===== src/rtl/axi_2to1_arbiter.sv =====
// rtl/axi_2to1_arbiter.sv - two-master to one in-order AXI slave arbiter with route FIFOs

// Small in-order FIFO holding the 1-bit master index for each in-flight burst.
module axi_route_fifo #(
    parameter int DEPTH = 4
) (
    input  logic clk,
    input  logic rstnn,
    input  logic clear,
    input  logic push,
    input  logic push_idx,
    input  logic pop,
    output logic head,
    output logic empty,
    output logic full
);
    localparam int PW = (DEPTH > 1) ? $clog2(DEPTH) : 1;
    localparam int CW = $clog2(DEPTH + 1);

    logic [DEPTH-1:0] mem;
    logic [PW-1:0]    rd_ptr;
    logic [PW-1:0]    wr_ptr;
    logic [CW-1:0]    count;
    logic             do_push;
    logic             do_pop;

    function automatic logic [PW-1:0] ptr_inc(input logic [PW-1:0] p);
        if (p == PW'(DEPTH - 1)) begin
            return '0;
        end
        return p + 1'b1;
    endfunction

    assign empty   = (count == '0);
    assign full    = (count == CW'(DEPTH));
    assign head    = mem[rd_ptr];
    // A full FIFO still takes a push when the head leaves in the same cycle.
    assign do_push = push && (!full || pop);
    assign do_pop  = pop && !empty;

    // Pointer and occupancy update; clear behaves exactly like reset.
    always_ff @(posedge clk or negedge rstnn) begin
        if (!rstnn) begin
            mem    <= '0;
            rd_ptr <= '0;
            wr_ptr <= '0;
            count  <= '0;
        end else if (clear) begin
            mem    <= '0;
            rd_ptr <= '0;
            wr_ptr <= '0;
            count  <= '0;
        end else begin
            if (do_push) begin
                mem[wr_ptr] <= push_idx;
                wr_ptr      <= ptr_inc(wr_ptr);
            end
            if (do_pop) begin
                rd_ptr <= ptr_inc(rd_ptr);
            end
            case ({do_push, do_pop})
                2'b10:   count <= count + 1'b1;
                2'b01:   count <= count - 1'b1;
                default: count <= count;
            endcase
        end
    end
endmodule

// Two-state address-channel arbiter: grant in IDLE, hold until the slave handshake.
module axi_addr_arb (
    input  logic       clk,
    input  logic       rstnn,
    input  logic       clear,
    input  logic       enable,
    input  logic [1:0] req,
    input  logic       hs,
    output logic       locked,
    output logic       grant
);
    typedef enum logic {IDLE, LOCKED} state_t;

    state_t state;
    logic   last_winner;

    assign locked = (state == LOCKED);

    // Grant alternates on contention; last_winner starts at 1 so m0 wins first.
    always_ff @(posedge clk or negedge rstnn) begin
        if (!rstnn) begin
            state       <= IDLE;
            grant       <= 1'b0;
            last_winner <= 1'b1;
        end else if (clear) begin
            state       <= IDLE;
            grant       <= 1'b0;
            last_winner <= 1'b1;
        end else if (enable) begin
            case (state)
                IDLE: begin
                    if (req != 2'b00) begin
                        grant <= (req == 2'b11) ? ~last_winner : req[1];
                        state <= LOCKED;
                    end
                end
                LOCKED: begin
                    if (hs) begin
                        last_winner <= grant;
                        state       <= IDLE;
                    end
                end
                default: state <= IDLE;
            endcase
        end
    end
endmodule

module axi_2to1_arbiter #(
    parameter int BW_ADDR           = 32,
    parameter int BW_DATA           = 32,
    parameter int BW_AXI_TID        = 4,
    parameter int OUTSTANDING_DEPTH = 4
) (
    input  logic                  clk,
    input  logic                  rstnn,
    input  logic                  clear,
    input  logic                  enable,
    // master 0
    input  logic [BW_AXI_TID-1:0] m0_arid,
    input  logic [BW_ADDR-1:0]    m0_araddr,
    input  logic [7:0]            m0_arlen,
    input  logic [2:0]            m0_arsize,
    input  logic [1:0]            m0_arburst,
    input  logic                  m0_arvalid,
    output logic                  m0_arready,
    output logic [BW_AXI_TID-1:0] m0_rid,
    output logic [BW_DATA-1:0]    m0_rdata,
    output logic [1:0]            m0_rresp,
    output logic                  m0_rlast,
    output logic                  m0_rvalid,
    input  logic                  m0_rready,
    input  logic [BW_AXI_TID-1:0] m0_awid,
    input  logic [BW_ADDR-1:0]    m0_awaddr,
    input  logic [7:0]            m0_awlen,
    input  logic [2:0]            m0_awsize,
    input  logic [1:0]            m0_awburst,
    input  logic                  m0_awvalid,
    output logic                  m0_awready,
    input  logic [BW_DATA-1:0]    m0_wdata,
    input  logic [BW_DATA/8-1:0]  m0_wstrb,
    input  logic                  m0_wlast,
    input  logic                  m0_wvalid,
    output logic                  m0_wready,
    output logic [BW_AXI_TID-1:0] m0_bid,
    output logic [1:0]            m0_bresp,
    output logic                  m0_bvalid,
    input  logic                  m0_bready,
    // master 1
    input  logic [BW_AXI_TID-1:0] m1_arid,
    input  logic [BW_ADDR-1:0]    m1_araddr,
    input  logic [7:0]            m1_arlen,
    input  logic [2:0]            m1_arsize,
    input  logic [1:0]            m1_arburst,
    input  logic                  m1_arvalid,
    output logic                  m1_arready,
    output logic [BW_AXI_TID-1:0] m1_rid,
    output logic [BW_DATA-1:0]    m1_rdata,
    output logic [1:0]            m1_rresp,
    output logic                  m1_rlast,
    output logic                  m1_rvalid,
    input  logic                  m1_rready,
    input  logic [BW_AXI_TID-1:0] m1_awid,
    input  logic [BW_ADDR-1:0]    m1_awaddr,
    input  logic [7:0]            m1_awlen,
    input  logic [2:0]            m1_awsize,
    input  logic [1:0]            m1_awburst,
    input  logic                  m1_awvalid,
    output logic                  m1_awready,
    input  logic [BW_DATA-1:0]    m1_wdata,
    input  logic [BW_DATA/8-1:0]  m1_wstrb,
    input  logic                  m1_wlast,
    input  logic                  m1_wvalid,
    output logic                  m1_wready,
    output logic [BW_AXI_TID-1:0] m1_bid,
    output logic [1:0]            m1_bresp,
    output logic                  m1_bvalid,
    input  logic                  m1_bready,
    // slave
    output logic [BW_AXI_TID-1:0] s_arid,
    output logic [BW_ADDR-1:0]    s_araddr,
    output logic [7:0]            s_arlen,
    output logic [2:0]            s_arsize,
    output logic [1:0]            s_arburst,
    output logic                  s_arvalid,
    input  logic                  s_arready,
    input  logic [BW_AXI_TID-1:0] s_rid,
    input  logic [BW_DATA-1:0]    s_rdata,
    input  logic [1:0]            s_rresp,
    input  logic                  s_rlast,
    input  logic                  s_rvalid,
    output logic                  s_rready,
    output logic [BW_AXI_TID-1:0] s_awid,
    output logic [BW_ADDR-1:0]    s_awaddr,
    output logic [7:0]            s_awlen,
    output logic [2:0]            s_awsize,
    output logic [1:0]            s_awburst,
    output logic                  s_awvalid,
    input  logic                  s_awready,
    output logic [BW_DATA-1:0]    s_wdata,
    output logic [BW_DATA/8-1:0]  s_wstrb,
    output logic                  s_wlast,
    output logic                  s_wvalid,
    input  logic                  s_wready,
    input  logic [BW_AXI_TID-1:0] s_bid,
    input  logic [1:0]            s_bresp,
    input  logic                  s_bvalid,
    output logic                  s_bready
);
    logic ar_locked, ar_grant, ar_hs;
    logic aw_locked, aw_grant, aw_hs;
    logic ar_head, ar_empty, ar_full, r_pop;
    logic w_head, w_empty, w_full, w_pop;
    logic b_head, b_empty, b_full, b_pop;
    logic ar_open, aw_open, r_open, w_open, b_open;

    axi_addr_arb u_ar_arb (
        .clk(clk), .rstnn(rstnn), .clear(clear), .enable(enable),
        .req({m1_arvalid, m0_arvalid}), .hs(ar_hs),
        .locked(ar_locked), .grant(ar_grant)
    );

    axi_addr_arb u_aw_arb (
        .clk(clk), .rstnn(rstnn), .clear(clear), .enable(enable),
        .req({m1_awvalid, m0_awvalid}), .hs(aw_hs),
        .locked(aw_locked), .grant(aw_grant)
    );

    axi_route_fifo #(.DEPTH(OUTSTANDING_DEPTH)) u_ar_route (
        .clk(clk), .rstnn(rstnn), .clear(clear),
        .push(ar_hs), .push_idx(ar_grant), .pop(r_pop),
        .head(ar_head), .empty(ar_empty), .full(ar_full)
    );

    axi_route_fifo #(.DEPTH(OUTSTANDING_DEPTH)) u_w_route (
        .clk(clk), .rstnn(rstnn), .clear(clear),
        .push(aw_hs), .push_idx(aw_grant), .pop(w_pop),
        .head(w_head), .empty(w_empty), .full(w_full)
    );

    axi_route_fifo #(.DEPTH(OUTSTANDING_DEPTH)) u_b_route (
        .clk(clk), .rstnn(rstnn), .clear(clear),
        .push(aw_hs), .push_idx(aw_grant), .pop(b_pop),
        .head(b_head), .empty(b_empty), .full(b_full)
    );

    // Each channel is open only while enabled and its route state allows traffic.
    assign ar_open = enable && ar_locked && !ar_full;
    assign aw_open = enable && aw_locked && !w_full && !b_full;
    assign r_open  = enable && !ar_empty;
    assign w_open  = enable && !w_empty;
    assign b_open  = enable && !b_empty;

    // AR: granted master's request straight through to the slave.
    assign s_arid     = ar_grant ? m1_arid    : m0_arid;
    assign s_araddr   = ar_grant ? m1_araddr  : m0_araddr;
    assign s_arlen    = ar_grant ? m1_arlen   : m0_arlen;
    assign s_arsize   = ar_grant ? m1_arsize  : m0_arsize;
    assign s_arburst  = ar_grant ? m1_arburst : m0_arburst;
    assign s_arvalid  = ar_open && (ar_grant ? m1_arvalid : m0_arvalid);
    assign m0_arready = ar_open && !ar_grant && s_arready;
    assign m1_arready = ar_open &&  ar_grant && s_arready;
    assign ar_hs      = s_arvalid && s_arready;

    // R: the oldest outstanding read owns the return path until its last beat.
    assign m0_rid    = s_rid;
    assign m0_rdata  = s_rdata;
    assign m0_rresp  = s_rresp;
    assign m0_rlast  = s_rlast;
    assign m1_rid    = s_rid;
    assign m1_rdata  = s_rdata;
    assign m1_rresp  = s_rresp;
    assign m1_rlast  = s_rlast;
    assign m0_rvalid = r_open && !ar_head && s_rvalid;
    assign m1_rvalid = r_open &&  ar_head && s_rvalid;
    assign s_rready  = r_open && (ar_head ? m1_rready : m0_rready);
    assign r_pop     = s_rvalid && s_rready && s_rlast;

    // AW: same arbitration as AR; blocked while either write route is full.
    assign s_awid     = aw_grant ? m1_awid    : m0_awid;
    assign s_awaddr   = aw_grant ? m1_awaddr  : m0_awaddr;
    assign s_awlen    = aw_grant ? m1_awlen   : m0_awlen;
    assign s_awsize   = aw_grant ? m1_awsize  : m0_awsize;
    assign s_awburst  = aw_grant ? m1_awburst : m0_awburst;
    assign s_awvalid  = aw_open && (aw_grant ? m1_awvalid : m0_awvalid);
    assign m0_awready = aw_open && !aw_grant && s_awready;
    assign m1_awready = aw_open &&  aw_grant && s_awready;
    assign aw_hs      = s_awvalid && s_awready;

    // W: data only flows for a burst whose AW has already been accepted.
    assign s_wdata   = w_head ? m1_wdata : m0_wdata;
    assign s_wstrb   = w_head ? m1_wstrb : m0_wstrb;
    assign s_wlast   = w_head ? m1_wlast : m0_wlast;
    assign s_wvalid  = w_open && (w_head ? m1_wvalid : m0_wvalid);
    assign m0_wready = w_open && !w_head && s_wready;
    assign m1_wready = w_open &&  w_head && s_wready;
    assign w_pop     = s_wvalid && s_wready && s_wlast;

    // B: one response per write burst, returned in AW order.
    assign m0_bid    = s_bid;
    assign m0_bresp  = s_bresp;
    assign m1_bid    = s_bid;
    assign m1_bresp  = s_bresp;
    assign m0_bvalid = b_open && !b_head && s_bvalid;
    assign m1_bvalid = b_open &&  b_head && s_bvalid;
    assign s_bready  = b_open && (b_head ? m1_bready : m0_bready);
    assign b_pop     = s_bvalid && s_bready;
endmodule


===== config.mk =====
export PLATFORM = sky130hd
export DESIGN_NAME = axi_2to1_arbiter
export DESIGN_NICKNAME = d
export VERILOG_FILES = /design/src/rtl/axi_2to1_arbiter.sv
export SDC_FILE = /design/constraint.sdc
export NUM_CORES = 1
export LEC_CHECK = 0
export CAP_MARGIN = 40
export CORE_AREA = 3 3 219 221
export DETAILED_ROUTE_END_ITERATION = 16
export DIE_AREA = 0 0 222 224
export GPL_TIMING_DRIVEN = 0
export PLACE_DENSITY = 0.4
export SYNTH_ARGS = -nofsm -noshare
export SYNTH_HDL_FRONTEND = slang
export SYNTH_SLANG_ARGS = --single-unit

===== constraint.sdc =====
create_clock -name clk -period 5.8 [get_ports clk]
set_input_delay 1.16 -clock clk [delete_from_list [all_inputs] [get_ports clk]]
set_output_delay 1.16 -clock clk [all_outputs]
set_load 0.02 [all_outputs]

; ---- Word level (Yosys, flattened, before mapping)
; Index checks and enable logic that the tools add are counted.
[totals]
ff_bits = 39
inputBits = 334
output_inout_bits = 240
wordCells = 265
[op_classes]
add_sub_neg = 12
order_cmp = 9
eq_ne = 19
muxes = 115
n_bitwise = 4
reduce_logical = 88
[op_table]
columns = op, n
row1 = 2-to-1 mux 32 bit, 3
row2 = 2-to-1 mux 1 bit, 56
row3 = 2-to-1 mux 2 bit, 26
row4 = logical AND 1 bit, 49
row5 = 2-to-1 mux 4 bit, 9
row6 = nonzero test 2 bit, 15
row7 = "equality test 2 bit, second input constant", 11
row8 = "less-than comparator 2 x 3 -> 1 bit, second input constant", 6
row9 = one-hot mux 3 bit (2 select lines), 3
row10 = 2-to-1 mux 8 bit, 2
row11 = 2-to-1 mux 3 bit, 5
row12 = "adder 2 x 1 -> 2 bit, second input constant", 6
row13 = bitwise mux 4 bit, 3
row14 = AND reduction 3 bit, 4
row15 = logical NOT 1 bit, 11
row16 = "adder 3 x 1 -> 3 bit, second input constant", 3
row17 = "equality test 3 bit, second input constant", 3
row18 = logical NOT 3 bit, 3
row19 = nonzero test 3 bit, 3
row20 = "subtractor 3 x 1 -> 3 bit, second input constant", 3
row21 = binary-select mux 1 bit (select 2 bit), 3
row22 = demux 1 bit (select 2 bit), 3
row23 = "equality test 2 x 1 -> 1 bit, second input constant", 3
row24 = ">= comparator 2 x 1 -> 1 bit, second input constant", 3
row25 = other kinds (4), 11

; ---- Logic depth before layout (Yosys ltp)
; Gate-level depths: netlist (run 1).
[logic_depth]
depth_word = 13
depth_mapped = 11

; ---- Hierarchy
; A second synthesis (run 1) with hierarchy kept.
[hier_totals]
hier_cells = 544
hier_area_um2 = 5143.7
[by_module_without_submodules]
columns = mod, instances, cells_per_inst, area_each_um2, seq_area_each_um2
row1 = axi_2to1_arbiter, 1, 277, 2563.7, 0.0
row2 = axi_route_fifo at u_ar_route ..., 2, 80, 759.5, 275.3
row3 = axi_route_fifo at u_w_route, 1, 75, 745.7, 275.3
row4 = axi_addr_arb, 2, 16, 157.7, 76.3

; ---- Worst setup path before layout (run 1)
; Ideal clock, no wire load.
[synth_path]
kind = input-to-reg
from = input m1_awvalid
to = register u_b_route.count[2]
setup_ps = 86
t_arrival_ps = 3585
slack_ps = 2129
stages = 9
n_path_buf = 2
cell_sequence = mux2i_1 > nor4_2 > clkbuf_1 > buf_2 > nor2_1 > fa_1 > or4_1 > and3b_1 > nor3_1
[synth_via]
elab_chain_cells = 7
[synth_lines]
columns = item, line_no
row1 = "start, declared", 177  ; input logic m1_awvalid,
row2 = 2-to-1 mux 1 bit *, 294  ; assign s_awvalid = aw_open && (aw_grant ? m1_awvalid : m0_awvalid);
row3 = logical AND 1 bit *, 294
row4 = logical AND 1 bit *, 297  ; assign aw_hs = s_awvalid && s_awready;
row5 = logical AND 1 bit *, 38  ; assign do_push = push && (!full || pop);
row6 = equality test 2 x 1 -> 1 bit / equality test 2 bit (equally long branches), 61  ; case ({do_push, do_pop})
row7 = one-hot mux 3 bit (2 select lines), 61
row8 = 2-to-1 mux 3 bit, 48  ; end else if (clear) begin
row9 = "end signal, assigned", 62  ; 2'b10: count <= count + 1'b1;
row10 = "end signal, assigned", 63  ; 2'b01: count <= count - 1'b1;
row11 = "end signal, assigned", 64  ; default: count <= count;
row12 = "end, declared", 23  ; logic [CW-1:0] count;
; Every way passes the cells marked *; elsewhere a longest branch is shown, timed or not.
; A chain may end at the register's enable or synchronous reset.

; ---- Final worst setup path (run 1)
[layout_path]
from = input enable
to = register u_ar_route.count[2]
[layout_via]
elab_chain_cells = 9
[layout_lines]
columns = item, line_no
row1 = "start, declared", 127  ; input logic enable,
row2 = logical AND 1 bit, 259  ; assign r_open = enable && !ar_empty;
row3 = logical AND 1 bit, 285  ; assign s_rready = r_open && (ar_head ? m1_rready : m0_rready);
row4 = logical AND 1 bit (2 in a row), 286  ; assign r_pop = s_rvalid && s_rready && s_rlast;
row5 = logical OR 1 bit, 38
row6 = logical AND 1 bit, 38
row7 = equality test 2 x 1 -> 1 bit / equality test 2 bit (equally long branches), 61
row8 = one-hot mux 3 bit (2 select lines), 61
row9 = 2-to-1 mux 3 bit, 48
row10 = "end signal, assigned", 62
row11 = "end signal, assigned", 63
row12 = "end signal, assigned", 64
row13 = "end, declared", 23
; Several ways; a longest one is shown, not always the timed one.

==> insert_results.sql, run 1 <==
INSERT INTO impl_metrics (metric_group, metric, value, unit) VALUES
('clock_network', 'holdBufCountCts', '0', ''),
('clock_network', 'postCtsSetupBuffers', '0', ''),
('power', 'vdd_drop_max', '0.0000955', 'V'),
('floorplanning', 'effective_utilization_at_floorplan', '0.103', ''),
('sta', 'layout_worst_path_cycle_share', '0.795', ''),
('global_routing', 'largest_net_degree_at_the_start_of_global_routing', '21', ''),
('detailed_routing', 'route.detailed.wl_per_inst', '19.0', 'µm'),
('placement', 'port-buffer-count', '528', ''),
('final_layout', 'final_nets', '1409', ''),
('clock_network', 'cts_buffer_count', '5', ''),
('global_routing', 'grt_first_pass_wirelength', '43800', 'µm'),
('detailed_routing', 'drtIter0Drc', '230', ''),
('synthesis', 'postSynthRegisterBits', '39', ''),
('detailed_routing', 'detail_route.first_pass.iterations', '4', ''),
('detailed_routing', 'wirelength', '31600', 'µm'),
('synthesis', 'ys_top_cells_by_area', 'sky130_fd_sc_hd__mux2_2, sky130_fd_sc_hd__dfrtp_1, sky130_fd_sc_hd__buf_4', ''),
('synthesis', 'synth_top_area_share', '0.319', ''),
('worst_setup_path', 'critPathRequiredTime', '6.00', 'ns'),
('clock_network', 'tritoncts', 'done', ''),
('sta', 'setup_violations', '0', ''),
('final_layout', 'layout_commonest_cell', 'sky130_fd_sc_hd__clkdlybuf4s50_1', ''),
('sta', 'clock-skew-final', '0.00954', 'ns'),
('floorplanning', 'fp.coreArea', '46400', 'µm²'),
('sta', 'final-hold-violation-count', '0', ''),
('worst_setup_path', 'crit_path_end_kind', 'flop', ''),
('detailed_routing', 'number_of_nets_with_antenna_violations_after_detailed_routing', '0', ''),
('detailed_routing', 'vias_per_cell', '3.43', ''),
('global_routing', 'globalRoute.totalOverflow', '0', ''),
('synthesis', 'async_set_or_reset_flop_fraction_in_the_synthesized_netlist', '1.00', ''),
('synthesis', 'post-synth-top-area-cell', 'sky130_fd_sc_hd__mux2_2', ''),
('synthesis', 'avg_inst_size_synth', '9.15', 'µm²'),
('floorplanning', 'die_h', '224', 'µm'),
('synthesis', 'synthDistinctLibCells', '46', ''),
('synthesis', 'synth_cells', '521', ''),
('global_routing', 'grt_pass1_vias', '5917', ''),
('final_layout', 'final_layout_size_suffix_gt1_frac', '0.238', ''),
('floorplanning', 'die_area', '49700', 'µm²'),
('sta', 'maxClockFrequency', '217', 'MHz'),
('final_layout', 'utilization', '0.237', ''),
('clock_network', 'worstSkewPairLatency', '0.28', 'ns'),
('synthesis', 'synth.yosys.seq_area_share', '0.205', ''),
('outcome', 'status', 'completed', ''),
('sta', 'worst_slew_margin_rel', '0.460', ''),
('clock_network', 'cts_max_level', '2', ''),
('sta', 'timing.final.crit_period', '4.61', 'ns'),
('clock_network', 'max-clock-path-buffers', '2', ''),
('final_layout', 'top_library_cells_by_usage_in_the_layout_fill_and_taps_aside', 'sky130_fd_sc_hd__clkdlybuf4s50_1, sky130_fd_sc_hd__mux2_2, sky130_fd_sc_hd__buf_4, sky130_fd_sc_hd__nand2_1, sky130_fd_sc_hd__dfrtp_1', ''),
('placement', 'finalWeightedCongestion', '0.856', ''),
('clock_network', 'cts.root.buffer_cell', 'sky130_fd_sc_hd__clkbuf_16', ''),
('worst_hold_path', 'worstHoldPathType', 'reg2reg', ''),
('floorplanning', 'io_pins', '574', ''),
('sta', 'setup_repair_after_global_routing_missed_its_margin', 'false', ''),
('clock_network', 'post_cts_resize_count', '0', ''),
('worst_setup_path', 'crit_arrival', '4.81', 'ns'),
('worst_setup_path', 'start_kind', 'input port', ''),
('worst_setup_path', 'worst-r2r-setup-slack', '2.06', 'ns'),
('clock_network', 'clock_sink_count', '39', ''),
('worst_setup_path', 'worstPathMaxFanout', '10', ''),
('detailed_routing', 'detail_route.drc_violations', '0', ''),
('final_layout', 'area_growth', '130', '%'),
('synthesis', 'synth_top_flop_cell', 'sky130_fd_sc_hd__dfrtp_1', ''),
('synthesis', 'synthesis.yosys.warnings', '0', ''),
('power', 'power_leakage', '4.21', 'nW'),
('clock_network', 'clk_transition_reported_paths', '0.06', 'ns'),
('global_routing', 'total_routing_resource_utilization_after_global_routing', '0.118', ''),
('placement', 'dp_hpwl', '28200', 'µm'),
('synthesis', 'netlist_area', '4770', 'µm²'),
('synthesis', 'edff_count_synth', '0', ''),
('sta', 'worst_slew_pin_slew', '0.804', 'ns'),
('floorplanning', 'fp.dieW', '222', 'µm'),
('run', 'cap_violations', '0', ''),
('sta', 'final.setup.tns', '0', 'ns'),
('power', 'power_density', '120', 'nW/µm²'),
('power', 'total_power', '1.32', 'mW'),
('floorplanning', 'fp-row-count', '79', ''),
('sta', 'final_max_slew_viol_count', '0', ''),
('synthesis', 'synth_nets', '872', ''),
('global_routing', 'number_of_antenna_violations_at_the_first_check_in_global_routing', '4', ''),
('worst_setup_path', 'setup.worst_path.class', 'in2reg', ''),
('detailed_routing', 'vias', '5717', '');
synth_stat cells (all sizes together), types with 5 or more instances:
cell type    n
mux2       136
buf        104
nand2       53
dfrtp       37
nor2        34
a21oi       19
nor3        16
clkbuf      15
ha          14
nand3       14
mux2i       11
inv          8
nor3b        6
nor2b        5
area by class of cell:
class / count / area [µm²]
Tap cell: 607 / 759
Timing Repair Buffer: 530 / 5320
Clock buffer: 5 / 125
Sequential cell: 39 / 978
Fill cell: 5005 / 35400
Antenna cell: 1 / 2.50
Multi-Input combinational cell: 355 / 2970
Inverter: 8 / 30.0
Buffer: 119 / 792
Clock inverter: 3 / 15.0
sequential cells by signal (all words and copies together), names as in the netlist, 2 cells and up:
| register | cells |
|---|---|
| u_w_route.rd_ptr | 2 |
| u_b_route.mem | 4 |
| u_ar_route.rd_ptr | 2 |
| u_ar_route.wr_ptr | 2 |
| u_w_route.mem | 4 |
| u_ar_route.count | 3 |
| u_b_route.rd_ptr | 2 |
| u_ar_route.mem | 4 |
| u_w_route.count | 3 |
| u_b_route.count | 3 |
| u_w_route.wr_ptr | 2 |
| u_b_route.wr_ptr | 2 |
through the flow:
stage / instances / area, µm² / setup slack, ns / hold WS (ns)
after floorplan: 521 / 4770 / 2.13 / 0.467
after global placement: 1656 / 10800 / 0.935 / 0.481
after detailed placement: 1658 / 10800 / 0.891 / 0.504
after CTS: 1666 / 11000 / 1.19 / 0.513
after global routing: 1666 / 11000 / 0.928 / 0.537
final: 1667 / 11000 / 1.19 / 0.503
critical path: stages:
cell	delay, ns
sky130_fd_sc_hd__clkdlybuf4s50_1	0.50
sky130_fd_sc_hd__buf_2	0.30
sky130_fd_sc_hd__nand3_1	0.19
sky130_fd_sc_hd__nor3_1	0.70
sky130_fd_sc_hd__clkbuf_1	0.51
sky130_fd_sc_hd__nor3_1	0.12
sky130_fd_sc_hd__fa_1	0.42
sky130_fd_sc_hd__or4_1	0.55
sky130_fd_sc_hd__and3b_1	0.20
sky130_fd_sc_hd__nor3_1	0.16
final timing paths:
path | to | cells past startpoint | startpoint
worst min register to register | u_aw_arb.last_winner | 2 | u_aw_arb.last_winner
min in group asynchronous | u_w_route.count[2] | 1 | rstnn
max in group asynchronous | u_ar_arb.last_winner | 2 | rstnn
worst max register to register | u_b_route.count[2] | 10 | u_aw_arb.grant
worst max-delay path | u_ar_route.count[2] | 10 | enable
worst min-delay path | u_aw_arb.last_winner | 2 | u_aw_arb.last_winner
metal layers:
| layer | vias to the layer above | wire length [µm] | part of all wire | track usage |
|---|---|---|---|---|
| li1 | 2801 | - | - | - |
| met1 | 2683 | 12500 | 0.40 | 0.139 |
| met2 | 203 | 16800 | 0.53 | 0.221 |
| met3 | 24 | 1750 | 0.055 | 0.0278 |
| met4 | 6 | 504 | 0.016 | 0.0211 |
| met5 | - | 44 | 0.0014 | 0 |
logic make-up after synthesis:
family | after synthesis | synth area share
adders and majority gates | 17 | 0.0493
buffers and inverters | 127 | 0.172
DFF | 39 | 0.205
xor gates and xnor gates | 6 | 0.0197
AOI/OAI and AO/OA | 35 | 0.0480
and+or+nand+nor | 147 | 0.145
muxes | 150 | 0.360
report_power, final:
part	switching, mW	internal [mW]
logic	0.313	0.452
clock network	0.116	0.157
registers	0.00461	0.276
(Power assumes the default switching activity.)
==> run 2: changes to the inputs <==
- CORE_AREA: 3 3 219 221 -> 3 3 224 226
- DIE_AREA: 0 0 222 224 -> 0 0 227 229
- PLACE_DENSITY: 0.4 -> 0.39
- clock period: 5.8 -> 4.5 ns (I/O delays scaled with it)
==> run 2 against run 1 <==
  * Combinational power up 28%
  * Die area up 4.5%
  * Routed wire length up 0.66%
  * Global-route usage down 0.59 points
  * Flip-flop and latch count unchanged
  * Register-to-register slack worse by 1.3 ns
  * Worst hold slack worse by 0.0089 ns
  * Count of clock-buffer cells in the layout unchanged
  * Critical path depth unchanged
  * Largest power group unchanged
==> insert_results.sql, run 2 (same netlist as run 1, synthesis figures left out) <==
INSERT INTO impl_metrics (metric_group, metric, value, unit) VALUES
('worst_setup_path', 'crit_path_end_kind', 'flop', ''),
('power', 'netSwitchingFraction', '0.318', ''),
('placement', 'post-place-cells', '1672', ''),
('worst_setup_path', 'crit_path_top_delay_cell', 'sky130_fd_sc_hd__nor4_2', ''),
('floorplanning', 'fp.dieW', '227', 'µm'),
('sta', 'setup_violations', '0', ''),
('clock_network', 'cts.root.buffer_cell', 'sky130_fd_sc_hd__clkbuf_16', ''),
('floorplanning', 'io_pins', '574', ''),
('sta', 'clock-skew-final', '0.0117', 'ns'),
('detailed_routing', 'number_of_nets_with_antenna_violations_after_detailed_routing', '0', ''),
('placement', 'port-buffer-count', '528', ''),
('sta', 'worst_slew_pin_slew', '0.796', 'ns'),
('power', 'power.share.clock', '0.236', ''),
('clock_network', 'cts_buffer_count', '5', ''),
('final_layout', 'area_growth', '131', '%'),
('detailed_routing', 'wirelength', '31800', 'µm'),
('outcome', 'status', 'completed', ''),
('global_routing', 'use_met3', '0.0235', ''),
('floorplanning', 'fp-row-count', '81', ''),
('worst_setup_path', 'setup.worst_path.class', 'in2reg', ''),
('sta', 'timing.final.crit_period', '4.26', 'ns'),
('global_routing', 'globalRoute.totalOverflow', '0', ''),
('global_routing', 'total_routing_resource_utilization_after_global_routing', '0.113', ''),
('placement', 'finalWeightedCongestion', '0.799', ''),
('global_routing', 'number_of_antenna_violations_at_the_first_check_in_global_routing', '1', ''),
('worst_hold_path', 'worstHoldPathType', 'reg2reg', ''),
('worst_setup_path', 'worst-r2r-setup-slack', '0.79', 'ns'),
('global_routing', 'global_route.peak_usage_layer', 'met2', ''),
('placement', 'dp_hpwl', '28400', 'µm'),
('final_layout', 'layout_commonest_cell', 'sky130_fd_sc_hd__clkdlybuf4s50_1', ''),
('worst_setup_path', 'slowest_delay', '0.62', 'ns'),
('power', 'power_density', '159', 'nW/µm²'),
('clock_network', 'worstSkewPairLatency', '0.29', 'ns'),
('final_layout', 'layout.area.seq', '978', 'µm²'),
('worst_setup_path', 'crit_chain', 'clkdlybuf4s50_1 -> mux2i_1 -> nor4_2 -> clkbuf_1 -> buf_2 -> nor2_1 -> fa_1 -> or4_1 -> and3b_1 -> nor3_1', ''),
('worst_setup_path', 'critPathRequiredTime', '4.71', 'ns'),
('power', 'power.internal', '1.20', 'mW'),
('detailed_routing', 'detail_route.drc_violations', '0', ''),
('power', 'vdd_drop_max', '0.000126', 'V'),
('power', 'power_leakage', '4.21', 'nW'),
('final_layout', 'final-instance-count-excl-fill', '1680', ''),
('sta', 'setup_repair_after_global_routing_missed_its_margin', 'false', ''),
('final_layout', 'final_nets', '1408', ''),
('clock_network', 'cts_max_level', '2', ''),
('final_layout', 'top_library_cells_by_usage_in_the_layout_fill_and_taps_aside', 'sky130_fd_sc_hd__clkdlybuf4s50_1, sky130_fd_sc_hd__mux2_2, sky130_fd_sc_hd__buf_4, sky130_fd_sc_hd__nand2_1, sky130_fd_sc_hd__dfrtp_1', ''),
('detailed_routing', 'drtIter0Drc', '140', ''),
('final_layout', 'final_layout_size_suffix_gt1_frac', '0.238', ''),
('clock_network', 'postCtsSetupBuffers', '0', ''),
('detailed_routing', 'vias', '5713', ''),
('floorplanning', 'effective_utilization_at_floorplan', '0.0982', ''),
('floorplanning', 'die_area', '52000', 'µm²'),
('sta', 'worst_slew_margin_rel', '0.469', ''),
('sta', 'final_max_slew_viol_count', '0', ''),
('worst_setup_path', 'timing.critical_path.buf_inv', '3', ''),
('clock_network', 'max-clock-path-buffers', '2', ''),
('detailed_routing', 'route.detailed.wl_per_inst', '18.9', 'µm'),
('worst_setup_path', 'crit_arrival', '4.47', 'ns'),
('final_layout', 'antennaDiodeCount', '0', ''),
('worst_setup_path', 'start_kind', 'input port', ''),
('floorplanning', 'fp.coreArea', '48500', 'µm²'),
('final_layout', 'multiInputGateArea', '2970', 'µm²'),
('sta', 'layout_worst_path_cycle_share', '0.947', ''),
('worst_setup_path', 'worstPathMaxFanout', '10', ''),
('sta', 'final-hold-violation-count', '0', ''),
('run', 'cap_violations', '0', ''),
('floorplanning', 'die_h', '229', 'µm'),
('global_routing', 'grt_first_pass_wirelength', '42600', 'µm'),
('global_routing', 'use_met1', '0.128', ''),
('clock_network', 'tritoncts', 'done', ''),
('clock_network', 'clk_transition_reported_paths', '0.07', 'ns'),
('power', 'power.switching', '559', 'µW'),
('global_routing', 'global_route.usage.met2', '0.216', ''),
('final_layout', 'utilization', '0.227', ''),
('detailed_routing', 'detail_route.first_pass.iterations', '4', ''),
('final_layout', 'largest_registers', 'u_ar_route.mem (4), u_b_route.mem (4), u_w_route.mem (4)', ''),
('power', 'power.sequential.fraction', '0.206', ''),
('global_routing', 'largest_net_degree_at_the_start_of_global_routing', '21', ''),
('worst_setup_path', 'critical-path-top-delay-family', 'simple AND/OR/NAND/NOR gates', ''),
('detailed_routing', 'vias_per_cell', '3.40', ''),
('power', 'comb_power_share', '0.558', ''),
('final_layout', 'filler_cell_count', '5335', ''),
('global_routing', 'grt_pass1_vias', '5774', ''),
('sta', 'maxClockFrequency', '235', 'MHz'),
('clock_network', 'clock_sink_count', '39', '');
==> run 2: cell count changes in the layout (fill, tap and decap cells not counted), sizes merged <==
| cell | previous run | this run |
|---|---|---|
| bufinv | 0 | 1 |
| clkinv | 3 | 2 |
| diode | 1 | 0 |
| buf | 107 | 106 |
==> run 2: final timing paths <==
path / startpoint / end / depth (start not counted)
max in group asynchronous: rstnn / u_ar_arb.last_winner / 2
min in group asynchronous: rstnn / u_w_route.count[0] / 1
setup reg to reg: u_aw_arb.grant / u_b_route.count[2] / 10
hold / removal: u_aw_arb.last_winner / u_aw_arb.last_winner / 2
setup / recovery: m0_awvalid / u_b_route.count[2] / 10
hold reg to reg: u_aw_arb.last_winner / u_aw_arb.last_winner / 2
==> run 2: routing by layer <==
layer | vias to the layer above | routed length (µm)
met4 | 2 | 540
met1 | 2695 | 12300
met5 | - | 13
met2 | 202 | 16900
li1 | 2798 | -
met3 | 16 | 2040
==> run 2: power groups by stage <==
stage / registers, mW / logic [mW] / clock network, mW
floorplan: 0.366 / 0.395 / 0
global placement: 0.369 / 0.990 / 0
detailed placement: 0.368 / 0.991 / 0
CTS: 0.362 / 0.997 / 0.433
global route: 0.363 / 1.03 / 0.443
finish: 0.362 / 0.982 / 0.415
==> run 2: worst register-to-register path, stage by stage (launching register included) <==
cell	delay (ns)
sky130_fd_sc_hd__dfrtp_1	0.35
sky130_fd_sc_hd__buf_2	0.19
sky130_fd_sc_hd__mux2i_1	0.25
sky130_fd_sc_hd__nor4_2	0.62
sky130_fd_sc_hd__clkbuf_1	0.45
sky130_fd_sc_hd__buf_2	0.33
sky130_fd_sc_hd__nor2_1	0.10
sky130_fd_sc_hd__fa_1	0.44
sky130_fd_sc_hd__or4_1	0.54
sky130_fd_sc_hd__and3b_1	0.19
sky130_fd_sc_hd__nor3_1	0.16
==> run 2: area by class of cell <==
type | count | area share
timing repair buffer | 529 | 0.481
buffer | 119 | 0.0718
clock buffer | 5 | 0.0113
inverter | 8 | 0.00272
sequential | 39 | 0.0887
clock inverter | 3 | 0.00397
multi-input combinational | 355 | 0.269
tap | 622 | 0.0706
==> run 2: what timing repair did <==
action / 4_1_cts / 5_1_grt
setup endpoints to repair: 0 / 1
gates resized for setup: 0 / 1
hold buffers: 0 / 0
==> run 2: metrics by stage <==
| stage | TNS, ns | hold WS (ns) | total power [mW] | worst slack (ns) | area [µm²] |
|---|---|---|---|---|---|
| final | 0 | 0.494 | 1.76 | 0.241 | 11000 |
| after global routing | 0 | 0.536 | 1.84 | 0.0100 | 11000 |
| after CTS | 0 | 0.497 | 1.79 | 0.228 | 11000 |
| after detailed placement | -0.101 | 0.488 | 1.36 | -0.0679 | 10900 |
| after global placement | -0.119 | 0.476 | 1.36 | -0.0834 | 10800 |
| after floorplan | 0 | 0.467 | 0.761 | 1.09 | 4770 |
==> run 3: changes to the inputs <==
- CORE_AREA: 3 3 224 226 -> 2 2 223 225
- DIE_AREA: 0 0 227 229 -> 0 0 225 227
- GPL_TIMING_DRIVEN: 0 -> 1
==> run 3 against run 2 <==
  * Global-route usage fell by 1.3 points
  * Routed wire length shrank 12%
  * First-iteration DRC count is 5.7% higher
  * Sequential share of layout area rose by 1.5 points
  * Design area down 14%
  * Combinational power shrank 21%
  * Worst hold slack better by 0.0066 ns
  * Clock power is 8.7% lower
  * Largest power group unchanged
==> insert_results.sql, run 3 (same netlist as run 1, synthesis figures left out) <==
INSERT INTO impl_metrics (metric_group, metric, value, unit) VALUES
('floorplanning', 'die_h', '227', 'µm'),
('worst_setup_path', 'worst-r2r-setup-slack', '1.31', 'ns'),
('final_layout', 'top_library_cells_by_usage_in_the_layout_fill_and_taps_aside', 'sky130_fd_sc_hd__clkdlybuf4s50_1, sky130_fd_sc_hd__mux2_2, sky130_fd_sc_hd__nand2_1, sky130_fd_sc_hd__dfrtp_1, sky130_fd_sc_hd__nor2_1', ''),
('final_layout', 'final-instance-count-excl-fill', '1486', ''),
('worst_setup_path', 'setup.worst_path.class', 'in2out', ''),
('global_routing', 'grt_first_pass_wirelength', '36700', 'µm'),
('detailed_routing', 'detail_route.drc_violations', '0', ''),
('clock_network', 'clock_sink_count', '39', ''),
('floorplanning', 'die_area', '51100', 'µm²'),
('outcome', 'status', 'completed', ''),
('global_routing', 'largest_net_degree_at_the_start_of_global_routing', '37', ''),
('clock_network', 'holdBufCountCts', '0', ''),
('final_layout', 'final_layout_size_suffix_gt1_frac', '0.192', ''),
('sta', 'timing.final.crit_period', '3.79', 'ns'),
('power', 'total_power', '1.53', 'mW'),
('sta', 'setup_repair_after_global_routing_missed_its_margin', 'false', ''),
('sta', 'clock-skew-final', '0.00194', 'ns'),
('worst_setup_path', 'crit_path_end_kind', 'primary output', ''),
('final_layout', 'area_growth', '98.0', '%'),
('sta', 'final_max_slew_viol_count', '0', ''),
('floorplanning', 'fp.dieW', '225', 'µm'),
('run', 'cap_violations', '0', ''),
('sta', 'worst_slew_margin_rel', '0.487', ''),
('clock_network', 'tritoncts', 'done', ''),
('global_routing', 'globalRoute.totalOverflow', '0', ''),
('final_layout', 'layout_commonest_cell', 'sky130_fd_sc_hd__clkdlybuf4s50_1', ''),
('power', 'vdd_drop_max', '0.000112', 'V'),
('detailed_routing', 'number_of_nets_with_antenna_violations_after_detailed_routing', '0', ''),
('sta', 'maxClockFrequency', '264', 'MHz'),
('worst_setup_path', 'critPathRequiredTime', '3.60', 'ns'),
('power', 'power_density', '162', 'nW/µm²'),
('final_layout', 'final_nets', '1211', ''),
('sta', 'layout_worst_path_cycle_share', '0.843', ''),
('clock_network', 'max-clock-path-buffers', '2', ''),
('sta', 'setup_violations', '0', ''),
('global_routing', 'number_of_antenna_violations_at_the_first_check_in_global_routing', '1', ''),
('placement', 'finalWeightedCongestion', '0.808', ''),
('clock_network', 'cts.root.buffer_cell', 'sky130_fd_sc_hd__clkbuf_16', ''),
('worst_setup_path', 'start_kind', 'input port', ''),
('worst_setup_path', 'worstPathMaxFanout', '7', ''),
('worst_setup_path', 'crit_arrival', '2.89', 'ns'),
('detailed_routing', 'wirelength', '27900', 'µm'),
('global_routing', 'total_routing_resource_utilization_after_global_routing', '0.0998', ''),
('power', 'power_leakage', '3.42', 'nW'),
('sta', 'worst_slew_pin_slew', '0.769', 'ns'),
('sta', 'final.setup.tns', '0', 'ns'),
('final_layout', 'largest_registers', 'u_ar_route.mem (4), u_b_route.mem (4), u_w_route.mem (4)', ''),
('final_layout', 'utilization', '0.194', ''),
('floorplanning', 'effective_utilization_at_floorplan', '0.0982', ''),
('clock_network', 'cts_max_level', '2', ''),
('global_routing', 'grt_pass1_vias', '5065', ''),
('clock_network', 'clk_transition_reported_paths', '0.06', 'ns'),
('clock_network', 'worstSkewPairLatency', '0.28', 'ns'),
('clock_network', 'cts_buffer_count', '5', ''),
('placement', 'port-buffer-count', '441', ''),
('placement', 'post-place-cells', '1475', ''),
('clock_network', 'postCtsSetupBuffers', '0', ''),
('floorplanning', 'io_pins', '574', ''),
('sta', 'hold_ws', '0.501', 'ns'),
('sta', 'final-hold-violation-count', '0', ''),
('clock_network', 'post_cts_resize_count', '0', ''),
('floorplanning', 'fp-row-count', '81', ''),
('detailed_routing', 'vias', '5054', ''),
('detailed_routing', 'drtIter0Drc', '148', ''),
('detailed_routing', 'vias_per_cell', '3.40', ''),
('detailed_routing', 'detail_route.first_pass.iterations', '4', ''),
('detailed_routing', 'route.detailed.wl_per_inst', '18.8', 'µm'),
('worst_hold_path', 'worstHoldPathType', 'reg2reg', ''),
('floorplanning', 'fp.coreArea', '48500', 'µm²'),
('final_layout', 'filler_cell_count', '5340', ''),
('placement', 'dp_hpwl', '24000', 'µm');
run 3: path summary, 6_finish.rpt:
check	startpoint	endpoint	cells after the start
setup / recovery	enable	m0_wready	4
hold / removal	u_aw_arb.last_winner	u_aw_arb.last_winner	2
setup reg to reg	u_aw_arb.grant	u_b_route.count[2]	7
hold reg to reg	u_aw_arb.last_winner	u_aw_arb.last_winner	2
max in group asynchronous	rstnn	u_ar_route.count[1]	2
min in group asynchronous	rstnn	u_w_route.rd_ptr[1]	1
run 3: per-layer routing:
layer / share of wire / routed length (µm) / track usage
met1: 0.41 / 11300 / 0.121
met3: 0.076 / 2110 / 0.0257
met2: 0.49 / 13700 / 0.173
met5: 0 / 0 / 0
met4: 0.028 / 794 / 0.0305
run 3: critical path, stage by stage:
cell and delay, ns:
sky130_fd_sc_hd__clkdlybuf4s50_1 0.72, sky130_fd_sc_hd__nand3_1 0.41, sky130_fd_sc_hd__nor2_1 0.23, sky130_fd_sc_hd__clkdlybuf4s50_1 0.62
run 3: where the power goes:
group / total [mW] / leakage, nW / switching, mW / internal (mW)
Sequential: 0.374 / 0.531 / 0.0175 / 0.356
Clock: 0.379 / 0.0772 / 0.143 / 0.236
Combinational: 0.780 / 2.81 / 0.313 / 0.467
Total: 1.53 / 3.42 / 0.473 / 1.06
run 3: through the flow:
stage | setup slack, ns | instance area (µm²)
4_1_cts | 0.706 | 9430
5_1_grt | 0.557 | 9430
3_3_place_gp | 0.734 | 9230
3_5_place_dp | 0.707 | 9270
2_1_floorplan | 1.09 | 4770
6_report | 0.707 | 9440
run 3: final cells by class:
class	instances	area, µm²	area share
Antenna cell	3	7.51	0.000795
Sequential cell	39	981	0.104
Clock buffer	8	156	0.0166
Multi-Input combinational cell	355	2980	0.315
Tap cell	622	778	0.0825
Timing Repair Buffer	451	4510	0.478
Inverter	8	30.0	0.00318
